### src/rtl/mavg_pkg.sv
// Shared types and constants for the boxcar anti-alias filter.
// Rounding in the scaler is enabled by defining MAVG_ROUND_EN.
package mavg_pkg;

    localparam int DATA_W    = 16;
    localparam int TAPS_DEF  = 6;
    localparam int RECIP_DEF = 10923;
    localparam int ACC_W_DEF = DATA_W + $clog2(TAPS_DEF);

    typedef logic signed [DATA_W-1:0]    sample_t;
    typedef logic signed [ACC_W_DEF-1:0] acc_t;

    localparam sample_t SAT_MAX = sample_t'(32767);
    localparam sample_t SAT_MIN = sample_t'(-32768);

    // Q0.16 reciprocal of a window length, rounded to nearest.
    function automatic int recip_for(input int taps);
        return (65536 + taps / 2) / taps;
    endfunction

endpackage

### src/rtl/mavg_delay_line.sv
// Circular delay line holding the last TAPS samples; presents the sample
// about to be overwritten so the accumulator can subtract it.
module mavg_delay_line
    import mavg_pkg::*;
#(
    parameter int TAPS = TAPS_DEF
)(
    input  logic    CLOCK_50,
    input  logic    reset,
    input  sample_t data_in,
    output sample_t oldest
);

    localparam int PTR_W = $clog2(TAPS);

    sample_t          taps_mem [TAPS];
    logic [PTR_W-1:0] wr_ptr;

    assign oldest = taps_mem[wr_ptr];

    // Zeroed entries make warm-up outputs well-defined partial sums.
    always_ff @(posedge CLOCK_50 or posedge reset) begin
        if (reset) begin
            for (int i = 0; i < TAPS; i++) begin
                taps_mem[i] <= '0;
            end
            wr_ptr <= '0;
        end else begin
            taps_mem[wr_ptr] <= data_in;
            if (wr_ptr == PTR_W'(TAPS - 1)) begin
                wr_ptr <= '0;
            end else begin
                wr_ptr <= wr_ptr + PTR_W'(1);
            end
        end
    end

endmodule

### src/rtl/mavg_antialias.sv
// Boxcar moving-average anti-alias filter ahead of the downsampler.
// Define MAVG_ROUND_EN to round half up in the scaler instead of truncating.
module mavg_antialias
    import mavg_pkg::*;
#(
    parameter int TAPS  = TAPS_DEF,
    parameter int RECIP = RECIP_DEF
)(
    input  logic    CLOCK_50,
    input  logic    reset,
    input  sample_t data_in,
    output sample_t data_out,
    output logic    filt_valid
);

    localparam int ACC_W = DATA_W + $clog2(TAPS);
    localparam int MUL_W = ACC_W + 17;
    localparam int SCL_W = MUL_W - 16;
    localparam int CNT_W = $clog2(TAPS + 1);

    localparam logic signed [MUL_W-1:0] RECIP_EXT = MUL_W'(RECIP);
    localparam logic signed [MUL_W-1:0] HALF_LSB  = MUL_W'(32768);

    sample_t                 oldest;
    logic signed [ACC_W-1:0] sum;
    logic signed [MUL_W-1:0] prod;
    logic signed [MUL_W-1:0] biased;
    logic signed [SCL_W-1:0] scaled;
    sample_t                 sat_val;
    logic [CNT_W-1:0]        fill_cnt;
    logic                    unused_frac;

    mavg_delay_line #(
        .TAPS (TAPS)
    ) u_delay_line (
        .CLOCK_50 (CLOCK_50),
        .reset    (reset),
        .data_in  (data_in),
        .oldest   (oldest)
    );

    // Sum is wide enough for TAPS full-scale samples, so it cannot wrap.
    always_ff @(posedge CLOCK_50 or posedge reset) begin
        if (reset) begin
            sum <= '0;
        end else begin
            sum <= sum + ACC_W'(data_in) - ACC_W'(oldest);
        end
    end

    assign prod = MUL_W'(sum) * RECIP_EXT;

`ifdef MAVG_ROUND_EN
    assign biased = prod + HALF_LSB;
`else
    assign biased = prod;
`endif

    assign scaled      = biased[MUL_W-1:16];
    assign unused_frac = ^biased[15:0];

    // RECIP is rounded up, so a full-scale window can land one LSB outside range.
    always_comb begin
        sat_val = scaled[DATA_W-1:0];
        if (scaled > SCL_W'(SAT_MAX)) begin
            sat_val = SAT_MAX;
        end else if (scaled < SCL_W'(SAT_MIN)) begin
            sat_val = SAT_MIN;
        end
    end

    always_ff @(posedge CLOCK_50 or posedge reset) begin
        if (reset) begin
            data_out <= '0;
        end else begin
            data_out <= sat_val;
        end
    end

    // filt_valid rises on the edge that registers the first full-window sum.
    always_ff @(posedge CLOCK_50 or posedge reset) begin
        if (reset) begin
            fill_cnt   <= '0;
            filt_valid <= 1'b0;
        end else begin
            if (fill_cnt != CNT_W'(TAPS)) begin
                fill_cnt <= fill_cnt + CNT_W'(1);
            end
            if (fill_cnt == CNT_W'(TAPS)) begin
                filt_valid <= 1'b1;
            end
        end
    end

endmodule

### config.mk
export PLATFORM = sky130hd
export DESIGN_NAME = mavg_antialias
export DESIGN_NICKNAME = d
export VERILOG_FILES = /design/src/rtl/mavg_pkg.sv /design/src/rtl/mavg_delay_line.sv /design/src/rtl/mavg_antialias.sv
export SDC_FILE = /design/constraint.sdc
export NUM_CORES = 1
export LEC_CHECK = 0
export CAP_MARGIN = 25
export CORE_MARGIN = 10
export CORE_UTILIZATION = 64
export DETAILED_ROUTE_END_ITERATION = 6
export GPL_TIMING_DRIVEN = 0
export PLACE_DENSITY = 0.9
export SETUP_SLACK_MARGIN = 0.15
export SLEW_MARGIN = 20
export SYNTH_ARGS = -nofsm -noshare
export SYNTH_HDL_FRONTEND = slang
export SYNTH_SLANG_ARGS = --single-unit
### constraint.sdc
create_clock -name CLOCK_50 -period 7 [get_ports CLOCK_50]
set_clock_uncertainty 0.2 [all_clocks]
set_input_delay 0.7 -clock CLOCK_50 [delete_from_list [all_inputs] [get_ports CLOCK_50]]
set_output_delay 0.7 -clock CLOCK_50 [all_outputs]
set_load 0.005 [all_outputs]
## After elaboration in Yosys (flattened, before gate mapping)

Cells that the tools add are included.

| cells by class | value |
|---|---|
| $add $sub $neg | 4 |
| bitwise operators | 1 |
| magnitude comparators | 4 |
| multiply operators | 1 |
| mux-type cells | 9 |
| eq/ne operators | 3 |
| reductions and logical operators | 1 |

Operators with widths:

| kind | number |
|---|---|
| bitwise mux 96 bit | 1 |
| 2-to-1 mux 16 bit | 5 |
| binary-select mux 16 bit (select 3 bit) | 1 |
| demux 16 bit (select 3 bit) | 1 |
| multiplier 19 x 15 -> 34 bit, second input constant | 1 |
| adder 19 x 16 -> 19 bit | 1 |
| subtractor 19 x 16 -> 19 bit | 1 |
| > comparator 18 x 16 -> 1 bit, second input constant | 1 |
| < comparator 18 x 16 -> 1 bit, second input constant | 1 |
| adder 3 x 1 -> 3 bit, second input constant | 2 |
| equality test 3 bit, second input constant | 2 |
| >= comparator 4 bit, second input constant | 1 |
| < comparator 4 x 1 -> 1 bit, second input constant | 1 |
| NOT 3 -> 4 bit | 1 |
| 2-to-1 mux 3 bit | 1 |
| != test 3 bit, second input constant | 1 |
| logical AND 1 bit | 1 |

| word-level totals | value |
|---|---|
| flip-flop bits (word level) | 138 |
| input port bits | 18 |
| logic and storage cells | 34 |
| output and inout port bits | 17 |

## Logic depth before layout (Yosys ltp)

| logic depth | value |
|---|---|
| depth in word-level cells | 6 |
| depth in mapped cells | 22 |
| gate-level depth less buffers | 21 |

## Cells and area by module

From an unflattened synthesis, not the netlist that was laid out.

| second synthesis, totals | value |
|---|---|
| cells, all modules | 1161 |
| area, all modules | 12704.7 sq um |

By module, submodules not included:

| module | area each (sq um) | cells each | sequential area each (sq um) | times used |
|---|---|---|---|---|
| mavg_antialias | 8140.3 | 851 | 975.9 | 1 |
| mavg_delay_line | 4564.4 | 310 | 2477.4 | 1 |

## Worst setup path before layout

OpenSTA, ideal clock, no wires.

| timing | value |
|---|---|
| path kind | reg2reg |
| start | register sum[18] |
| end | register data_out[3] |
| data arrival time | 5.496 ns |
| stages on the path, launching flop included | 20 |
| data required time | 6.663 ns |
| buffers on the path | 1 |
| setup time | 0.137 ns |
| period minus slack after synthesis | 5.834 ns |
| setup slack | 1.166 ns |
| cell sequence | dfrtp_1 -> ha_1 -> fa_1 -> inv_1 -> fa_1 -> fa_1 -> fa_1 -> inv_1 -> fa_1 -> inv_1 -> ha_1 -> a21o_1 -> a21oi_1 -> o211ai_1 -> o21bai_1 -> or2_4 -> a311o_1 -> a31oi_4 -> buf_6 -> o22ai_1 |

| between the ends | value |
|---|---|
| word-level cells in the longest chain between the ends | 4 |
| elaborated cells on any way between the ends | 5 |
| those cells by class | 1 x mul; 2 x order compare; 2 x mux |

RTL lines:

| item | line | RTL |
|---|---|---|
| start, declared | mavg_antialias.sv:25 | `logic signed [ACC_W-1:0] sum;` |
| start signal, assigned | mavg_antialias.sv:47 | `sum <= sum + ACC_W'(data_in) - ACC_W'(oldest);` |
| multiplier 19 x 15 -> 34 bit (*) | mavg_antialias.sv:51 | `assign prod = MUL_W'(sum) * RECIP_EXT;` |
| < comparator 18 x 16 -> 1 bit | mavg_antialias.sv:67 | `end else if (scaled < SCL_W'(SAT_MIN)) begin` |
| 2-to-1 mux 16 bit | mavg_antialias.sv:67 |  |
| 2-to-1 mux 16 bit (*) | mavg_antialias.sv:65 | `if (scaled > SCL_W'(SAT_MAX)) begin` |
| via sat_val[3] | mavg_antialias.sv:29 | `sample_t sat_val;` |
| end signal, assigned | mavg_antialias.sv:76 | `data_out <= sat_val;` |
| end, declared | mavg_antialias.sv:12 | `output sample_t data_out,` |

Mark *: on every way through the listed nets, which the timed path passes. The rest lies on a longest branch.
A chain may end at the register's enable or synchronous reset.

## Worst setup path after layout

| timing | value |
|---|---|
| start | register sum[18] |
| end | register data_out[10] |

Same word-level chain as after synthesis.

==> impl_metrics.ini <==
[cells_and_area]
drive_gt1_share_pct = 9.483
fin_area_sq_mm = 0.01367
fin_nets = 1564
finish.cell_count_without_fillers = 1536
num-fill-cells = 1265
area_growth_syn_to_layout_pct = 10.25
antenna_cells = 0

[clocking]
insertion_delay_ns = 0.44
cts_tree = built
cts_resized = 0
postCtsSetupBuffers = 0
cts.path.max_buffers = 2
cts.hold.buffers_added = 0
clock-sinks = 138
cts_root_buf = clkbuf_16
cts_buffers = 17
htreeDepth = 4
clk_pin_slew_ns = 0.07

[synthesis]
syn_avg_cell_area_sq_um = 10.25
syn_area_sq_mm = 0.01240
yosysTopAreaCell = dfrtp_1
yosys.cell_types.count = 64
synth_area_leaders = dfrtp_1, fa_1, ha_1
ys.flop_type = dfrtp_1
synth_fp_nets = 1510
ys_seq_area_share_pct = 27.86
synth_top_area_share_pct = 27.86
yosys_warnings = 0
synth_edf_count = 0
syn_inst = 1209
async_flop_share_pct = 100.0
ys_ff_latch = 138

[critical_path]
start_kind = register
cp.arrival_ns = 6.61
r2r_slack_ns = 0.49
cp_max_fo = 17
r2r_end = data_out[10]
critPathRequiredTime_ns = 7.10
critPathKind = register to register
worst_setup_path_end_kind = register
rr_startpoint = sum[18]
reg2reg_depth = 19

[sta]
max_slew_margin_pct = 42.33
final.setup.tns_ns = 0
slew_violations = 0
worstMarginPinSlew_ns = 0.8619
layout_worst_path_cycle_share_pct = 92.99
period_minus_slack_ns = 6.509
rsz0062_at_grt = no
finalHoldViolCount = 0
setup_violations = 0
fmax_ghz = 0.1536

[floorplan]
ios = 35
die_w_um = 159.2
rows = 50
initial_core_util_pct = 65.62
dieHeight_um = 159.2
dieArea_sq_mm = 0.02534
core_sq_mm = 0.01889

[place]
dp_hpwl_um = 21460
gp_congestion = 0.9389
io_buffers = 34
place_inst = 1504
placed_area_sq_mm = 0.01310

[detailed_routing]
post_drt_wl_per_cell_um = 19.32
drcViolationCount = 0
drtIter0Drc = 834
ant_nets = 0
vias = 9047
dr.pass1.iters = 5
vias_per_cell = 5.890
drt_wl_total_um = 29680

[grt]
grt_max_degree = 111
use_met3_pct = 4.183
antenna_found_initial = 0
grt_overflow = 0
grt_pass1_vias = 9962
use_met2_pct = 42.75
track_usage_pct = 23.87
grt_pass1_wl_um = 49360
grt_most_used_layer = met2
met1_usage_pct = 26.79

[worst_hold_path]
min_from = u_delay_line.taps_mem[15]
whs_path_depth = 2
hold_class = register to register
whs_endpoint = u_delay_line.taps_mem[15]

[flow_run]
cap_violations = 0

[outcome]
status = completed
how the worst max path moves through the flow:
| stage | from | endpoint | cells after the start |
|---|---|---|---|
| 5_1_grt | sum[18] | data_out[4] | 19 |
| 6_report | sum[18] | data_out[10] | 19 |
| 4_1_cts | sum[18] | data_out[5] | 19 |
| 3_5_place_dp | sum[18] | data_out[10] | 19 |
| 3_3_place_gp | reset | u_delay_line.taps_mem[78] | 2 |
| 2_1_floorplan | sum[18] | data_out[3] | 19 |
worst max-delay path, cell delays in order (launching register included):
cell and delay [ns]:
dfrtp_1 0.80, ha_1 0.39, fa_1 0.49, inv_1 0.05
fa_1 0.53, fa_1 0.46, fa_1 0.55, inv_1 0.06
fa_1 0.57, inv_1 0.05, ha_1 0.37, a21o_1 0.20
a21oi_1 0.14, o211ai_1 0.12, o21bai_1 0.21, or2_4 0.28
a311o_1 0.31, a31oi_4 0.28, buf_6 0.19, o22ai_1 0.08
kinds of logic after synthesis:
family / synth area share (%)
buf+inv: 10.20
fa+ha+maj: 36.31
compound gates: 10.83
simple gates: 6.722
flops: 27.86
mux: 5.813
xor+xnor: 2.261
cells in the final DEF, fill, tap and decap left out, types with 4 or more instances in the layout:
cell             synthesis  routed
inv_1                  308     307
ha_1                   155     155
dfrtp_1                138     138
fa_1                   128     128
mux2_2                  64      64
nand2_1                 63      63
a22oi_1                 45      45
o21ai_0                 40      40
clkdlybuf4s50_1          0      34
nor2_1                  33      33
clkbuf_1                23      23
nand3_1                 22      22
xnor2_1                 20      20
nor3_1                  17      17
clkbuf_16                0      17
a21o_1                  16      16
a21oi_1                 15      15
o22ai_1                 13      13
xor2_1                  12      12
nor2b_1                  6       6
o211ai_1                 5       5
inv_8                    0       5
or2_2                    4       4
o21a_1                   4       4
or3_1                    4       4
o21ai_1                  4       4
and3_1                   4       4
nand4_1                  4       4
inv_6                    0       4
Yosys cell counts, drive strengths merged, types with 3 or more instances:
cell type,number
a31oi,6
o21ai,44
xor2,12
a21o,16
nor3,17
or3,4
ha,155
a21oi,17
a21boi,3
o211ai,5
o21a,4
and3,4
a211oi,4
nor2b,6
a221oi,3
a311o,3
o22ai,14
nand4,5
fa,128
inv,308
nand2,63
a22oi,45
xnor2,20
nor2,33
mux2,64
dfrtp,138
or2,5
nor3b,4
o21bai,3
nand3,22
clkbuf,23
and2,3
final cells by class:
cell class | instances | area [sq um] | area share (%)
Inverter | 308 | 1164 | 8.513
Sequential cell | 138 | 3453 | 25.27
Buffer | 25 | 108.9 | 0.7964
Clock buffer | 18 | 439.2 | 3.213
Timing Repair Buffer | 35 | 367.9 | 2.691
Clock inverter | 14 | 126.4 | 0.9246
Multi-Input combinational cell | 738 | 7684 | 56.22
Tap cell | 260 | 325.3 | 2.380
per-layer routing:
metal / wire length, um / share of wire (%)
met5: 0 / 0
met4: 1314 / 4.4
met3: 1656 / 5.6
met2: 15410 / 52
met1: 11300 / 38
sequential cells by signal, summed over array words and instances, names as in the netlist:
name	count
data_out	16
fill_cnt	3
u_delay_line.taps_mem	96
u_delay_line.wr_ptr	3
sum	19
filt_valid	1
stage by stage:
stage          hold slack, ns  setup WS (ns)  util [%]
2_1_floorplan          0.2465          1.166         -
3_3_place_gp           0.2523         0.5556     69.14
3_5_place_dp           0.2721         0.5315     69.35
4_1_cts                0.2944         0.5155     72.34
5_1_grt                0.3212         0.2111     72.34
6_report               0.2876         0.4906     72.34
Power is not shown: default switching activity piles up to over one toggle a cycle in this logic, so the estimate is an artifact.
